===== src/rtl/pipelined_adder_if.sv =====
// Operand/result handshake bundle for pipelined_adder: master is the producer/consumer side,
// slave is the adder.
interface pipelined_adder_if #(
    parameter int WIDTH = 16
) ();
    logic             in_valid;
    logic             in_ready;
    logic [WIDTH-1:0] a;
    logic [WIDTH-1:0] b;
    logic             c_in;
    logic             sub;
    logic             out_valid;
    logic             out_ready;
    logic [WIDTH-1:0] sum;
    logic             c_out;
    logic             ovf;

    modport master (
        output in_valid, a, b, c_in, sub, out_ready,
        input  in_ready, out_valid, sum, c_out, ovf
    );

    modport slave (
        input  in_valid, a, b, c_in, sub, out_ready,
        output in_ready, out_valid, sum, c_out, ovf
    );
endinterface


===== src/rtl/pipelined_adder.sv =====
// Pipelined ripple-carry adder/subtractor, CHUNK bits per stage, valid/ready with bubble collapse.
// Define PIPELINED_ADDER_OVF_EN to build the signed-overflow output; otherwise ovf is tied low.
module pipelined_adder #(
    parameter int WIDTH  = 16,
    parameter int STAGES = 4
) (
    input  logic               clk,
    input  logic               rst_n,
    pipelined_adder_if.slave   bus
);
    localparam int CHUNK = WIDTH / STAGES;
    localparam int LAST  = STAGES - 1;

    logic [STAGES-1:0] v;
    logic [STAGES-1:0] c_r;
    logic [WIDTH-1:0]  a_r [STAGES];
    logic [WIDTH-1:0]  b_r [STAGES];
    logic [WIDTH-1:0]  s_r [STAGES];

    logic [STAGES-1:0] rdy;
    logic [STAGES-1:0] up_v;
    logic [STAGES-1:0] up_c;
    logic [WIDTH-1:0]  up_a [STAGES];
    logic [WIDTH-1:0]  up_b [STAGES];
    logic [WIDTH-1:0]  up_s [STAGES];
    logic [WIDTH-1:0]  nxt_s [STAGES];
    logic [STAGES-1:0] nxt_c;

    // Stage 0 sees the raw operands (B pre-inverted for subtract); later stages see skew registers.
    always_comb begin
        up_v[0] = bus.in_valid;
        up_a[0] = bus.a;
        up_b[0] = bus.sub ? ~bus.b : bus.b;
        up_s[0] = '0;
        up_c[0] = bus.sub | bus.c_in;
        for (int unsigned k = 1; k < STAGES; k++) begin
            up_v[k] = v[k-1];
            up_a[k] = a_r[k-1];
            up_b[k] = b_r[k-1];
            up_s[k] = s_r[k-1];
            up_c[k] = c_r[k-1];
        end
    end

    always_comb begin
        logic [CHUNK:0] seg;
        for (int unsigned k = 0; k < STAGES; k++) begin
            seg = {1'b0, up_a[k][k*CHUNK +: CHUNK]}
                + {1'b0, up_b[k][k*CHUNK +: CHUNK]}
                + (CHUNK+1)'(up_c[k]);
            nxt_s[k] = up_s[k];
            nxt_s[k][k*CHUNK +: CHUNK] = seg[CHUNK-1:0];
            nxt_c[k] = seg[CHUNK];
        end
    end

    // A stage may load when it is empty or everything downstream of it can advance.
    always_comb begin
        logic chain;
        rdy   = '0;
        chain = bus.out_ready | ~v[LAST];
        for (int unsigned i = 0; i < STAGES; i++) begin
            chain = chain | ~v[LAST - i];
            rdy[LAST - i] = chain;
        end
    end

    always_ff @(posedge clk or negedge rst_n) begin
        if (!rst_n) begin
            v   <= '0;
            c_r <= '0;
            for (int unsigned k = 0; k < STAGES; k++) begin
                a_r[k] <= '0;
                b_r[k] <= '0;
                s_r[k] <= '0;
            end
        end else begin
            for (int unsigned k = 0; k < STAGES; k++) begin
                if (rdy[k]) begin
                    v[k] <= up_v[k];
                    if (up_v[k]) begin
                        a_r[k] <= up_a[k];
                        b_r[k] <= up_b[k];
                        s_r[k] <= nxt_s[k];
                        c_r[k] <= nxt_c[k];
                    end
                end
            end
        end
    end

    assign bus.in_ready  = rdy[0];
    assign bus.out_valid = v[LAST];
    assign bus.sum       = s_r[LAST];
    assign bus.c_out     = c_r[LAST];

`ifdef PIPELINED_ADDER_OVF_EN
    logic msb_cin;
    logic c_msb_r;

    // Carry into the MSB recovered from its sum bit: s = a ^ b ^ cin.
    assign msb_cin = up_a[LAST][WIDTH-1] ^ up_b[LAST][WIDTH-1] ^ nxt_s[LAST][WIDTH-1];

    always_ff @(posedge clk or negedge rst_n) begin
        if (!rst_n) begin
            c_msb_r <= 1'b0;
        end else if (rdy[LAST] && up_v[LAST]) begin
            c_msb_r <= msb_cin;
        end
    end

    assign bus.ovf = c_msb_r ^ c_r[LAST];
`else
    assign bus.ovf = 1'b0;
`endif
endmodule

===== src/flat_wrapper.sv =====
// flat-port wrapper written by rule: the top's interface ports become plain ports
module pipelined_adder_flat 
#(
    parameter int WIDTH  = 16,
    parameter int STAGES = 4
)
  (clk, rst_n, bus_in_valid, bus_a, bus_b, bus_c_in, bus_sub, bus_out_ready, bus_in_ready, bus_out_valid, bus_sum, bus_c_out, bus_ovf);
  pipelined_adder_if #(.WIDTH(WIDTH)) bus_i ();
  input  logic clk;
  input  logic rst_n;
  input wire logic [$bits(bus_i.in_valid)-1:0] bus_in_valid;
  input wire logic [$bits(bus_i.a)-1:0] bus_a;
  input wire logic [$bits(bus_i.b)-1:0] bus_b;
  input wire logic [$bits(bus_i.c_in)-1:0] bus_c_in;
  input wire logic [$bits(bus_i.sub)-1:0] bus_sub;
  input wire logic [$bits(bus_i.out_ready)-1:0] bus_out_ready;
  output wire logic [$bits(bus_i.in_ready)-1:0] bus_in_ready;
  output wire logic [$bits(bus_i.out_valid)-1:0] bus_out_valid;
  output wire logic [$bits(bus_i.sum)-1:0] bus_sum;
  output wire logic [$bits(bus_i.c_out)-1:0] bus_c_out;
  output wire logic [$bits(bus_i.ovf)-1:0] bus_ovf;
  assign bus_i.in_valid = bus_in_valid;
  assign bus_i.a = bus_a;
  assign bus_i.b = bus_b;
  assign bus_i.c_in = bus_c_in;
  assign bus_i.sub = bus_sub;
  assign bus_i.out_ready = bus_out_ready;
  assign bus_in_ready = bus_i.in_ready;
  assign bus_out_valid = bus_i.out_valid;
  assign bus_sum = bus_i.sum;
  assign bus_c_out = bus_i.c_out;
  assign bus_ovf = bus_i.ovf;
  pipelined_adder #(.WIDTH(WIDTH), .STAGES(STAGES)) u_core (.clk(clk), .rst_n(rst_n), .bus(bus_i));
endmodule

===== config.mk =====
export PLATFORM = sky130hd
export DESIGN_NAME = pipelined_adder_flat
export DESIGN_NICKNAME = d
export VERILOG_FILES = /design/src/rtl/pipelined_adder_if.sv /design/src/rtl/pipelined_adder.sv /design/src/flat_wrapper.sv
export SDC_FILE = /design/constraint.sdc
export NUM_CORES = 1
export LEC_CHECK = 0
export ABC_AREA = 0
export BUFFER_PORTS_ARGS = -buffer_cell sky130_fd_sc_hd__buf_4
export CORE_MARGIN = 2
export CORE_UTILIZATION = 30
export CTS_CLUSTER_DIAMETER = 40
export DETAILED_ROUTE_END_ITERATION = 10
export PLACE_DENSITY_LB_ADDON = 0.3
export SYNTH_ARGS = -nofsm -noshare
export SYNTH_HDL_FRONTEND = slang
export SYNTH_SLANG_ARGS = --single-unit

===== constraint.sdc =====
create_clock -name clk -period 5.38 [get_ports clk]
set_input_delay 0.538 -clock clk [delete_from_list [all_inputs] [get_ports clk]]
set_output_delay 0.538 -clock clk [all_outputs]
set_load 0.01 [all_outputs]

# Word-level counts from Yosys, hierarchy flattened
# Cells that the tools add are included.
# Widths: inputs -> output; s select.
word_totals:
  regBits: 144
  input_bits: 38
  out_inout_bits: 20
  word_cells: 42
classes:
  n_addsub: 8
  muxes: 1
  bitwise_logic: 11
  reduce_logical: 4
ops:
  columns: ["op", "n"]
  rows:
  - ["$add 4x4->5", 4]
  - ["$add 5x1->5", 4]
  - ["$mux 16", 1]
  - ["$not 16->16", 1]
  - ["$reduce_and 2->1", 4]
  - ["$or 1x1->1", 6]
  - ["$not 1->1", 4]

# Longest topological paths before layout
depth:
  ltp_word: 7
  mapped_depth: 8
  mapped_depth_nobuf: 7

# Worst setup path before layout
# OpenSTA, ideal clock, no wires.
synth_timing:
  path_type: "input to register"
  from: "input bus_sub"
  to: "register u_core.c_r[0]"
  setup_ns: 0.127
  arrival_ns: 2.365
  required_time_ns: 5.253
  slack_ns: 2.887
  stages: 8
  n_path_buf: 2
  cell_sequence: "buf_2 -> buf_2 -> or2_2 -> fa_1 -> fa_1 -> a21o_1 -> a21oi_1 -> o21ai_0"
synth_via:
  elab_chain_cells: 3
  word_cells_on_any_way: 4
  cone_classes: "add/sub (2); mux (1); bitwise (1)"
synth_rtl:
  columns: ["element", "line_no", "rtl"]
  rows:
  - ["from (decl)", "flat_wrapper.sv:15", "input wire logic [$bits(bus_i.sub)-1:0] bus_sub;"]
  - ["$mux 16", "pipelined_adder.sv:33", "up_b[0] = bus.sub ? ~bus.b : bus.b;"]
  - ["$add 4x4->5", "pipelined_adder.sv:49", "+ {1'b0, up_b[k][k*CHUNK +: CHUNK]}"]
  - ["$add 5x1->5 (*)", "pipelined_adder.sv:50", "+ (CHUNK+1)'(up_c[k]);"]
  - ["to (signal, indexed assignment)", "pipelined_adder.sv:85", "c_r[k] <= nxt_c[k];"]
  - ["to (decl)", "pipelined_adder.sv:15", "logic [STAGES-1:0] c_r;"]
# Every way passes the cells marked *; elsewhere a longest branch is shown, timed or not.
# A chain may end at the register's enable or synchronous reset.

# Worst setup path after layout
# Same ends and word-level chain as after synthesis.

==> metrics.md <==
| Metric | Value |
|---|---|
| Status | `finished, final reports clean` |
| Slew Limit Fails | `0` |
| Worst-path clk slew | `60 ps` |
| Routed wire length | `between 7 and 8 mm` |
| Library cells used by synthesis | `22` |
| Max rail drop VDD | `0.1464 mV` |
| RSZ-0062 raised after global routing | `false` |
| Number of global-route vias before repair | `~2,400` |
| # rows | `43` |
| Htree depth | `3` |
| Mux cell area share after synthesis | `around 18%` |
| Critical path's most frequent cell | `fa_1` |
| Max-cap viol count | `0` |
| Maximum clock frequency | `0.4836 GHz` |
| Overall Global Routing Usage | `10.68%` |
| Die W | `122.5 um` |
| Crit path DAT | `2270 ps` |
| CTS Buf Count | `9` |
| Crit path required time | `5580 ps` |
| Placed Cells | `536` |
| Skew-Pair Late Insertion Delay | `340 ps` |
| Slew headroom | `30.39%` |
| Final critical-path required period | `2068 ps` |
| Nets | `425` |
| Adder-cell share of the synthesized area | `~7.4%` |
| Mapped Nets | `369` |
| Largest family of logic cells by synthesized area | `multiplexers` |
| Vias/cell | `4.328` |
| Sequential cell fraction of total power | `a little under half` |
| Slowest CP cell | `fa_1` |
| FF+latch count, synth | `96` |
| Worst-Margin Slew | `approximately 1000 ps` |
| Initial drt markers | `79` |
| Core ar. | `13,770 sq um` |
| Root buf cell | `clkbuf_16` |
| Internal power | `1719 uW` |
| Pin count of the biggest net entering global routing | `55` |
| Number of buffer and inverter stages on the critical path | `1` |
| Synth Cell Area | `4213 sq um` |
| Ratio of cells with drive above 1 in the final layout | `35.75%` |
| Initial antenna violation count | `0` |
| Wire per inst | `13.18 um` |
| Synth top area share | `about 57%` |
| First-pass GRT wire length | `12.34 mm` |
| CP endpoint kind | `register` |
| Seq/Total Area, Yosys | `57.02%` |
| Estimated wirelength of the detail-placed design | `around 5.1 mm` |
| Logic pwr share | `28.5%` |
| PortBufs | `56` |
| Remaining global-route overflow | `0` |
| Top post-synthesis cells by area | `dfrtp_1, mux2_2, fa_1` |
| Clk_skew | `5.960 ps` |
| Initial Utilization | `30.59%` |
| First-pass DRT Iterations | `4` |
| Critical Path Start Type | `input pin` |
| Leak | `0.002320 uW` |
| Sw power | `691.3 uW` |
| Cell taking the most area after synthesis | `dfrtp_1` |
| Min-delay worst type | `in2async` |
| Crit-path max FO | `17` |
| Final TNS setup | `0 ps` |
| Hold_buf cts | `0` |
| Synth Warn # | `0` |
| Routed Antenna Nets | `0` |
| Clk pwr share | `roughly 25%` |
| Drt drc | `0` |
| Sw Ratio | `28.68%` |
| CP peak stage delay | `about 420 ps` |
| Area delta synth->final | `20.52%` |
| CTS max path bufs | `2` |
| Crit Path Category | `in2reg` |
| Sequence of cells on the critical path | `buf_4 -> or2_2 -> fa_1 -> fa_1 -> a21o_1 -> a21oi_1 -> o21ai_0` |
| Height of the die | `around 120 um` |
| PD cells | `474.7 nW/um^2` |
| IO Count | `58` |
| Setup Buffers After CTS | `0` |
| Fin. Hold Viols | `0` |
| DR vias | `2,389` |
| Post-synthesis compound-gate area fraction | `between 5 and 6%` |
| CTS tree | `yes` |
| Die area | `approximately 15,000 sq um` |
| Worst path top cell family by delay | `adder cells` |
| Mean Syn Cell Area | `13.55 sq um` |
| Xor/xnor cell area share of the yosys netlist | `4.990%` |
| Setup-failing EPs final | `0` |
| RePlAce Congestion | `0.7427` |
| Gate Count Post-Synth | `311` |
| Simple-gate area share of the yosys netlist | `4.099%` |
| Fin crit share | `38.43%` |
| Final std cells w/o fill | `552` |
| CTS sink cnt | `96` |
| CTS resizes | `0` |
| Diodes inserted | `0` |
## layout by cell type (no fill, tap or decap), types with 2 or more instances in the layout
cell / Yosys / layout
clkbuf_16: 0 / 9
nand2_1: 29 / 29
nand2b_1: 4 / 4
clkbuf_1: 0 / 2
a21oi_1: 9 / 9
ha_1: 12 / 12
buf_4: 3 / 59
xor2_1: 11 / 11
xnor2_1: 13 / 13
inv_1: 9 / 9
a21o_1: 8 / 8
mux2_2: 56 / 56
clkbuf_8: 0 / 3
or2_2: 2 / 2
o21ai_0: 25 / 25
dfrtp_1: 96 / 96
mux2_1: 10 / 10
fa_1: 8 / 8
## cells in the mapped netlist
master,n
a21o_1,8
a21oi_1,9
buf_2,9
buf_4,3
buf_6,2
conb_1,1
dfrtp_1,96
fa_1,8
ha_1,12
inv_1,9
mux2_1,10
mux2_2,56
nand2_1,29
nand2b_1,4
nand3b_1,1
nand4b_2,1
nor2_1,1
o21ai_0,25
o21ai_4,1
or2_2,2
xnor2_1,13
xor2_1,11
## per-layer routing
metal	track usage, %	wire [um]
met4	4.957	163
met2	15.90	3289
met5	0	0
met3	2.509	240
met1	14.71	3581
## registers in the layout, indices dropped and copies added, names as in the netlist
signal and cells:
u_core.v 4, u_core.bus.sum 16, u_core.nxt_s 24, u_core.a_r 24, u_core.b_r 24, u_core.c_r 4
## logic make-up (layout without fill, tap and decap cells)
kind of cell,after synthesis,count (layout)
and+or+nand+nor,38,38
xor gates and xnor gates,24,24
AOI/OAI and AO/OA,43,43
buffers and inverters,23,84
adders and majority gates,20,20
DFF,96,96
other,1,1
muxes,66,66
## power groups by stage
stage	clock [uW]	combinational [uW]	sequential, uW
finish	604	687	1120
global route	658	778	1160
CTS	623	705	1130
detailed placement	0	702	1140
global placement	0	688	1130
floorplan	0	460	1120
## per-stage QoR
stage	hold WS, ps	total power [uW]	setup WS [ps]	util, %	instance area (sq um)
2_1_floorplan	242.4	1577	2888	-	4213
3_3_place_gp	458.2	1817	2976	34.78	4791
3_5_place_dp	467.0	1841	2944	34.78	4791
4_1_cts	204.3	2454	3306	36.86	5077
5_1_grt	212.7	2592	3215	36.86	5077
6_report	177.6	2410	3312	36.86	5077
## worst paths after layout
kind                             startpoint                end  slack, ps  cells after the start
hold / removal                        rst_n  u_core.bus.sum[5]        180                      1
hold reg to reg            u_core.nxt_s[23]   u_core.nxt_s[23]        470                      2
max in group asynchronous             rst_n     u_core.b_r[45]       4130                      2
setup / recovery                    bus_sub      u_core.c_r[0]       3310                      7
setup reg to reg             u_core.b_r[28]      u_core.c_r[3]       3520                      5
min in group clk                  bus_a[11]     u_core.a_r[59]        410                      2
## final cells by class
type	instances	area [sq um]
repair buffers	59	442.9
clock buffers	14	274.0
flip-flops and latches	96	2402
multi-input cells	192	1687
clock inverters	2	12.51
inverters	9	33.78
fillers	1396	8696
well taps	180	225.2
No activity file was read; power rests on OpenSTA's default activity.
